File: config.mk
export PLATFORM = sky130hd
export DESIGN_NAME = async_wr_addr_cac
export DESIGN_NICKNAME = d
export VERILOG_FILES = /design/src/rtl/async_wr_addr_cac.sv
export SDC_FILE = /design/constraint.sdc
export NUM_CORES = 1
export LEC_CHECK = 0
export CORE_MARGIN = 2
export CORE_UTILIZATION = 50
export CTS_CLUSTER_SIZE = 24
export DETAILED_ROUTE_END_ITERATION = 16
export MAX_ROUTING_LAYER = met4
export PLACE_DENSITY = 0.76
export SLEW_MARGIN = 5
export SYNTH_ARGS = -nofsm -noshare
export SYNTH_HDL_FRONTEND = slang
export SYNTH_SLANG_ARGS = --single-unit
File: constraint.sdc
create_clock -name wr_clk -period 4.6 [get_ports wr_clk]
set_clock_uncertainty 0.1 [all_clocks]
set_input_delay 0.69 -clock wr_clk [delete_from_list [all_inputs] [get_ports wr_clk]]
set_output_delay 0.69 -clock wr_clk [all_outputs]
set_load 0.1 [all_outputs]
File: src/rtl/async_wr_addr_cac.sv
// Write-side pointer, full/almost-full and fill-level logic of a dual-clock FIFO.
// Everything here runs in the wr_clk domain; rd_addr_gray arrives unsynchronised.
module async_wr_addr_cac #(
  parameter int ADDR_SIZE    = 4,
  parameter int AFULL_THRESH = 12
) (
  input  logic                 wr_clk,
  input  logic                 wr_rst,
  input  logic                 wr_en,
  input  logic [ADDR_SIZE:0]   rd_addr_gray,
  input  logic                 ovf_clr,
  output logic [ADDR_SIZE:0]   wr_addr_gray,
  output logic [ADDR_SIZE-1:0] wr_addr,
  output logic                 ram_we,
  output logic                 full,
  output logic                 almost_full,
  output logic [ADDR_SIZE:0]   wr_level,
  output logic                 overflow
);

  localparam logic [ADDR_SIZE:0] AFULL_LVL = (ADDR_SIZE+1)'(AFULL_THRESH);

  logic [ADDR_SIZE:0] sync1_q, sync2_q;
  logic [ADDR_SIZE:0] bin_q, bin_d;
  logic [ADDR_SIZE:0] gray_q, gray_d;
  logic [ADDR_SIZE:0] level_q, level_d;
  logic               full_q, full_d;
  logic               afull_q, afull_d;
  logic               ovf_q, ovf_d;
  logic [ADDR_SIZE:0] rd_bin;
  logic               wr_vld;

  always_comb begin
    wr_vld = wr_en & ~full_q & ~wr_rst;
    bin_d  = bin_q + {{ADDR_SIZE{1'b0}}, wr_vld};
    gray_d = (bin_d >> 1) ^ bin_d;

    rd_bin[ADDR_SIZE] = sync2_q[ADDR_SIZE];
    for (int i = ADDR_SIZE - 1; i >= 0; i--) begin
      rd_bin[i] = rd_bin[i+1] ^ sync2_q[i];
    end

    // Full when the write pointer has lapped the read pointer by exactly one depth.
    full_d  = (gray_d == {~sync2_q[ADDR_SIZE:ADDR_SIZE-1], sync2_q[ADDR_SIZE-2:0]});
    level_d = bin_d - rd_bin;
    afull_d = (level_d >= AFULL_LVL);

    ovf_d = ovf_q;
    if (wr_en && full_q) begin
      ovf_d = 1'b1;
    end else if (ovf_clr) begin
      ovf_d = 1'b0;
    end
  end

  always_ff @(posedge wr_clk) begin
    if (wr_rst) begin
      sync1_q <= '0;
      sync2_q <= '0;
      bin_q   <= '0;
      gray_q  <= '0;
      level_q <= '0;
      full_q  <= 1'b0;
      afull_q <= 1'b0;
      ovf_q   <= 1'b0;
    end else begin
      sync1_q <= rd_addr_gray;
      sync2_q <= sync1_q;
      bin_q   <= bin_d;
      gray_q  <= gray_d;
      level_q <= level_d;
      full_q  <= full_d;
      afull_q <= afull_d;
      ovf_q   <= ovf_d;
    end
  end

  assign wr_addr_gray = gray_q;
  assign wr_addr      = bin_q[ADDR_SIZE-1:0];
  assign ram_we       = wr_vld;
  assign full         = full_q;
  assign almost_full  = afull_q;
  assign wr_level     = level_q;
  assign overflow     = ovf_q;

endmodule

==> results of run 1 <==
## cells in the final DEF (no fill, tap or decap)
cell type / netlist / final
a211oi_2: 1 / 1
a21o_1: 2 / 2
a21oi_1: 4 / 4
a311oi_1: 1 / 1
and3_1: 1 / 1
buf_4: 0 / 2
clkbuf_1: 3 / 1
clkbuf_4: 0 / 3
clkdlybuf4s50_1: 0 / 25
dfxtp_1: 27 / 27
fa_1: 1 / 1
ha_1: 7 / 7
inv_1: 7 / 7
nand2_1: 4 / 4
nand2b_1: 2 / 2
nand3_1: 3 / 3
nor2_1: 14 / 14
nor2b_1: 11 / 11
nor3_1: 2 / 2
nor3b_1: 2 / 1
nor3b_2: 0 / 1
o211ai_1: 1 / 1
o21ai_0: 1 / 1
o2bb2ai_1: 1 / 1
o32a_1: 1 / 1
xnor2_1: 10 / 10
xnor2_2: 2 / 2
xor2_1: 7 / 7
xor2_2: 1 / 1
## worst reg2reg max path, cell delays in order, from the launching register on
cell	delay, ns
dfxtp_1	0.36
nor3b_2	0.20
ha_1	0.23
ha_1	0.31
xnor2_2	0.21
inv_1	0.15
ha_1	0.34
a21o_1	0.18
a21oi_1	0.16
xor2_1	0.20
o2bb2ai_1	0.10
## per-stage QoR
step,cells,setup WS [ns],total power (W),util,cell area (µm²)
6_report,172,1.42,0.000559,0.672,1490
5_1_grt,172,1.24,0.000589,0.672,1490
4_1_cts,172,1.44,0.000562,0.672,1490
3_5_place_dp,168,1.11,0.000468,0.660,1460
3_3_place_gp,168,1.22,0.000466,0.660,1460
2_1_floorplan,117,0.123,0.000423,-,1180
## cell type report
cell class	count	area, µm²
inverters	7	26.3
clock buffers	4	26.3
fillers	190	726
multi-input cells	79	593
repair buffers	27	265
flip-flops and latches	27	541
well taps	28	35.0
## synth_stat cells, drive strengths merged
| cell type | number |
|---|---|
| a211oi | 1 |
| inv | 7 |
| ha | 7 |
| o21ai | 1 |
| o32a | 1 |
| o211ai | 1 |
| a311oi | 1 |
| o2bb2ai | 1 |
| a21o | 2 |
| nor2 | 14 |
| buf | 1 |
| a21oi | 4 |
| nand2 | 4 |
| xor2 | 8 |
| nand3 | 3 |
| and3 | 1 |
| xnor2 | 12 |
| fa | 1 |
| nor3b | 2 |
| nor3 | 2 |
| dfxtp | 27 |
| nor2b | 11 |
| nand2b | 2 |
| clkbuf | 3 |
## report_power, final
part	switching (W)	leakage, nW	internal, W
combinational	0.000144	0.369	0.0000592
sequential	0.00000706	0.222	0.000252
clock	0.0000628	0.0150	0.0000338
total	0.000214	0.605	0.000345
## kinds of logic (layout without fill, tap and decap cells)
kind of cell,count (synthesis),count (layout),share of synthesized area
xor gates and xnor gates,20,20,0.168
buffers and inverters,11,38,0.0414
DFF,27,27,0.459
AOI/OAI and AO/OA,12,12,0.0744
and+or+nand+nor,39,39,0.166
adders and majority gates,8,8,0.0914
## routing by layer
metal / up-vias / track usage / wire, µm
met5: - / - / 0
li1: 427 / - / -
met1: 363 / 0.227 / 921
met2: 24 / 0.288 / 948
met4: 0 / 0.107 / 16
met3: 2 / 0.0343 / 95
## final timing paths
path	start	to	slack, ns	cells past startpoint
hold reg to reg	sync1_q[4]	sync2_q[4]	0.35	1
setup reg to reg	full	almost_full	1.96	10
setup / recovery	wr_rst	almost_full	1.42	11
hold / removal	sync1_q[4]	sync2_q[4]	0.35	1
## state kept, by name (all words and copies together) (netlist names)
signal,flops
bin_q,5
wr_addr_gray,4
wr_level,5
overflow,1
full,1
sync2_q,5
almost_full,1
sync1_q,5
==> impl_metrics.json, run 1 <==
{
  "cpMaxStageDelayCell": "clkdlybuf4s50_1",
  "core_area_um2": 2210,
  "place.gp.congestion": 0.891,
  "grt_max_degree": 28,
  "wl_per_cell_um": 11.5,
  "antenna_left": 0,
  "layout.nets": 162,
  "whs_ns": 0.351,
  "leakagePower_nw": 0.605,
  "drive_above_1_share": 0.0694,
  "finalSetupTns_ns": 0,
  "synth_cells": 117,
  "max_stage_delay_ns": 0.47,
  "post-route-min-period_ns": 3.18,
  "diodes": 0,
  "place_hpwl_um": 1500,
  "endpoint_kind": "register",
  "crit_family": "adder cells",
  "drt-pass1-iter-count": 4,
  "cts_buffers": 3,
  "die_area_um2": 2760,
  "cp_num_buf_inv": 2,
  "hold_buffers": 0,
  "worst_pin_slew_ns": 0.970,
  "worstSetupStartpointType": "primary input",
  "drt-initial-drc-count": 4,
  "crit_type": "primary input to register",
  "ys_types": 26,
  "power_density_nw_per_um2": 376,
  "die_w_um": 52.5,
  "vias_per_cell": 4.74,
  "status": "finished, final reports clean",
  "syn_area_um2": 1180,
  "initial_utilization": 0.532,
  "worstPathArrival_ns": 3.29,
  "cp_cell_sequence": "clkdlybuf4s50_1, nor3b_2, ha_1, ha_1, xnor2_2, inv_1, ha_1, a21o_1, a21oi_1, xor2_1, o2bb2ai_1",
  "finalHoldViolCount": 0,
  "min_period_over_period": 0.691,
  "ys_warn_count": 0,
  "grt_overflow": 0,
  "drcViolationCount": 0,
  "crit_required_ns": 4.71,
  "finalMaxSlewViolations": 0,
  "ys_seq_area_frac": 0.459,
  "slew_headroom": 0.351,
  "yosysTopAreaCellShare": 0.459,
  "synth_top_area_cell": "dfxtp_1",
  "clk_pin_slew_ns": 0.13,
  "ios": 27,
  "cts_resized": 0,
  "area.growth.synth_to_final_pct": 26.2,
  "syn_nets": 134,
  "die_y_um": 52.5,
  "htree_levels": 1,
  "insertion_delay_ns": 0.31,
  "max_cap_violations": 0,
  "rsz0062_at_grt": "no",
  "fmax_mhz": 315,
  "synth_area_leaders": "dfxtp_1, ha_1, xnor2_1",
  "hp-class": "register to register",
  "gr-usage-all-layers": 0.186,
  "num_vias": 816,
  "grt_pass1_vias": 823,
  "cts_sinks": 27,
  "port_buffers": 26,
  "synth_seq_cells": 27,
  "rows": 17,
  "grt_pass1_wl_um": 3590,
  "cts_setup_buffers": 0,
  "cts_tree": "done",
  "synth.avg_cell_area_um2": 10.1,
  "crit_fanout": 6,
  "cts_buffer_depth": 2,
  "grt_antenna_before_repair": 0,
  "cts-root-buf": "clkbuf_4",
  "final-setup-viol-count": 0,
  "worst_path_most_repeated_cell": "ha_1",
  "wl_um": 1980,
  "ir_drop_uv": 308
}
Power figures use the tool's default switching activity.
==> run 2: changes to the inputs <==
--- a/config.mk
+++ b/config.mk
@@ -6,11 +6,11 @@
 export NUM_CORES = 1
 export LEC_CHECK = 0
 export CORE_MARGIN = 2
-export CORE_UTILIZATION = 50
+export CORE_UTILIZATION = 44
 export CTS_CLUSTER_SIZE = 24
 export DETAILED_ROUTE_END_ITERATION = 16
 export MAX_ROUTING_LAYER = met4
-export PLACE_DENSITY = 0.76
+export PLACE_DENSITY = 0.7
 export SLEW_MARGIN = 5
 export SYNTH_ARGS = -nofsm -noshare
 export SYNTH_HDL_FRONTEND = slang
==> constraint.sdc (replaced) <==
create_clock -name wr_clk -period 2.7 [get_ports wr_clk]
set_clock_uncertainty 0.1 [all_clocks]
set_input_delay 0.405 -clock wr_clk [delete_from_list [all_inputs] [get_ports wr_clk]]
set_output_delay 0.405 -clock wr_clk [all_outputs]
set_load 0.1 [all_outputs]
==> run 2 against run 1 <==
  * Highest routed layer unchanged
  * Utilization decreased by 0.48 points
  * Wire length increased by 11%
  * Critical path depth unchanged
  * Register-to-register slack got worse by 1.8 ns
==> impl_metrics.json, run 2 (same netlist as run 1, synthesis figures left out) <==
{
  "antenna_left": 0,
  "die_y_um": 55.7,
  "grt_pass1_wl_um": 3660,
  "grt_antenna_before_repair": 0,
  "cp_num_buf_inv": 1,
  "grt_max_degree": 28,
  "hold_buffers": 0,
  "setup_ws_ns": 0.162,
  "max_cap_violations": 0,
  "dpl-instance-area_um2": 1640,
  "num_vias": 897,
  "regToRegSetupSlack_ns": 0.16,
  "wl_um": 2190,
  "diodes": 0,
  "p_sw_w": 0.000384,
  "worst_r2r_endpoint": "wr_level[4]",
  "clk_pin_slew_ns": 0.13,
  "grt_pass1_vias": 848,
  "post-place-ws_ns": -0.105,
  "worstPathArrival_ns": 2.65,
  "hp-class": "register to register",
  "place.gp.congestion": 0.770,
  "endpoint_kind": "register",
  "switching_share": 0.387,
  "insertion_delay_ns": 0.32,
  "ios": 27,
  "drive_above_1_share": 0.352,
  "seqPwrFrac": 0.445,
  "cp_cell_sequence": "xnor2_2, xor2_2, xor2_1, xnor2_1, ha_2, fa_2, inv_1, a21o_1, a21oi_2, xor2_1, nor2_1",
  "cpMaxStageDelayCell": "dfxtp_1",
  "grt_overflow": 0,
  "wl_met2_um": 1080,
  "slew_headroom": 0.740,
  "vias_per_cell": 4.75,
  "wl_met3_um": 124,
  "gr-usage-all-layers": 0.158,
  "place_hpwl_um": 1730,
  "drt-pass1-iter-count": 4,
  "crit_required_ns": 2.81,
  "comb_power_share": 0.382,
  "r2r_start": "sync2_q[4]",
  "crit_fanout": 3,
  "rsz0062_at_grt": "no",
  "ir_drop_uv": 486,
  "hold_end": "sync2_q[2]",
  "core_area_um2": 2500,
  "drt-initial-drc-count": 13,
  "worst_pin_slew_ns": 0.390,
  "cts_tree": "done",
  "crit_family": "XOR/XNOR gates",
  "cts_resized": 0,
  "top_layer_used": "met4",
  "clkPwrFrac": 0.173,
  "fillers": 197,
  "cts_sinks": 27,
  "die_w_um": 55.7,
  "finalMaxSlewViolations": 0,
  "status": "finished, final reports clean",
  "cts_setup_buffers": 0,
  "final_cell_mix": "buf_4, dfxtp_1, nor2_1",
  "intPower_w": 0.000609,
  "drcViolationCount": 0,
  "worstSetupStartpointType": "register",
  "final_common_cell": "buf_4",
  "worst_path_most_repeated_cell": "xor2_1",
  "final-setup-viol-count": 0,
  "max_stage_delay_ns": 0.36,
  "crit_type": "register to register",
  "layout.nets": 177,
  "cts-root-buf": "clkbuf_4",
  "initial_utilization": 0.471,
  "port_buffers": 26,
  "wl_per_cell_um": 11.6,
  "wl_met1_um": 930,
  "fmax_mhz": 394,
  "area.growth.synth_to_final_pct": 41.7,
  "htree_levels": 1,
  "min_path_cells": 1,
  "die_area_um2": 3110,
  "post-route-min-period_ns": 2.54,
  "cts_buffer_depth": 2,
  "leakagePower_nw": 0.709,
  "hold_start": "sync1_q[2]",
  "power_density_nw_per_um2": 595,
  "stdcell_area_um2": 1670,
  "finalHoldViolCount": 0,
  "rows": 18,
  "min_period_over_period": 0.940,
  "r2r_cells": 11,
  "cts_buffers": 3
}
-- run 2: cell types whose count changed in the layout (fill, tap and decap cells not counted), sizes merged --
cell	delta
buf	+32
clkdlybuf4s50	-17
-- run 2: how the worst max path moves through the flow --
| stage | start | to | slack, ns | cells after the start |
|---|---|---|---|---|
| finish | sync2_q[4] | wr_level[4] | 0.16 | 11 |
| global route | sync2_q[4] | wr_level[4] | 0.006 | 11 |
| CTS | sync2_q[4] | wr_level[4] | 0.13 | 11 |
| detailed placement | wr_rst | wr_level[4] | -0.11 | 11 |
| global placement | wr_rst | wr_level[4] | -0.04 | 11 |
| floorplan | wr_rst | almost_full | -0.53 | 12 |
-- run 2: final cells by class --
type,instances,area [µm²],share of cell area
multi-input cells,79,688,0.413
well taps,30,37.5,0.0225
repair buffers,42,348,0.209
flip-flops and latches,27,542,0.325
inverters,7,26.3,0.0158
clock buffers,4,26.3,0.0158
-- run 2: power by group through the flow --
stage | Sequential (W) | Clock [W] | Combinational, W
after detailed placement | 0.000451 | 0 | 0.000382
after CTS | 0.000443 | 0.000178 | 0.000383
after global placement | 0.000450 | 0 | 0.000378
after global routing | 0.000445 | 0.000192 | 0.000402
after floorplan | 0.000622 | 0 | 0.000119
final | 0.000442 | 0.000171 | 0.000380
-- run 2: stage by stage --
stage | power (W) | cells | TNS [ns] | hold slack, ns | util
6_report | 0.000993 | 189 | 0 | 0.352 | 0.667
5_1_grt | 0.00104 | 189 | 0 | 0.364 | 0.667
4_1_cts | 0.00100 | 189 | 0 | 0.354 | 0.667
3_5_place_dp | 0.000833 | 185 | -0.208 | 0.323 | 0.657
3_3_place_gp | 0.000828 | 185 | -0.0816 | 0.319 | 0.657
2_1_floorplan | 0.000741 | 117 | -2.57 | 0.314 | -
-- run 2: routing by layer --
layer	vias to the layer above	GRT usage
met3	6	0.0279
met4	0	0.101
li1	458	-
met5	-	-
met2	30	0.257
met1	403	0.178
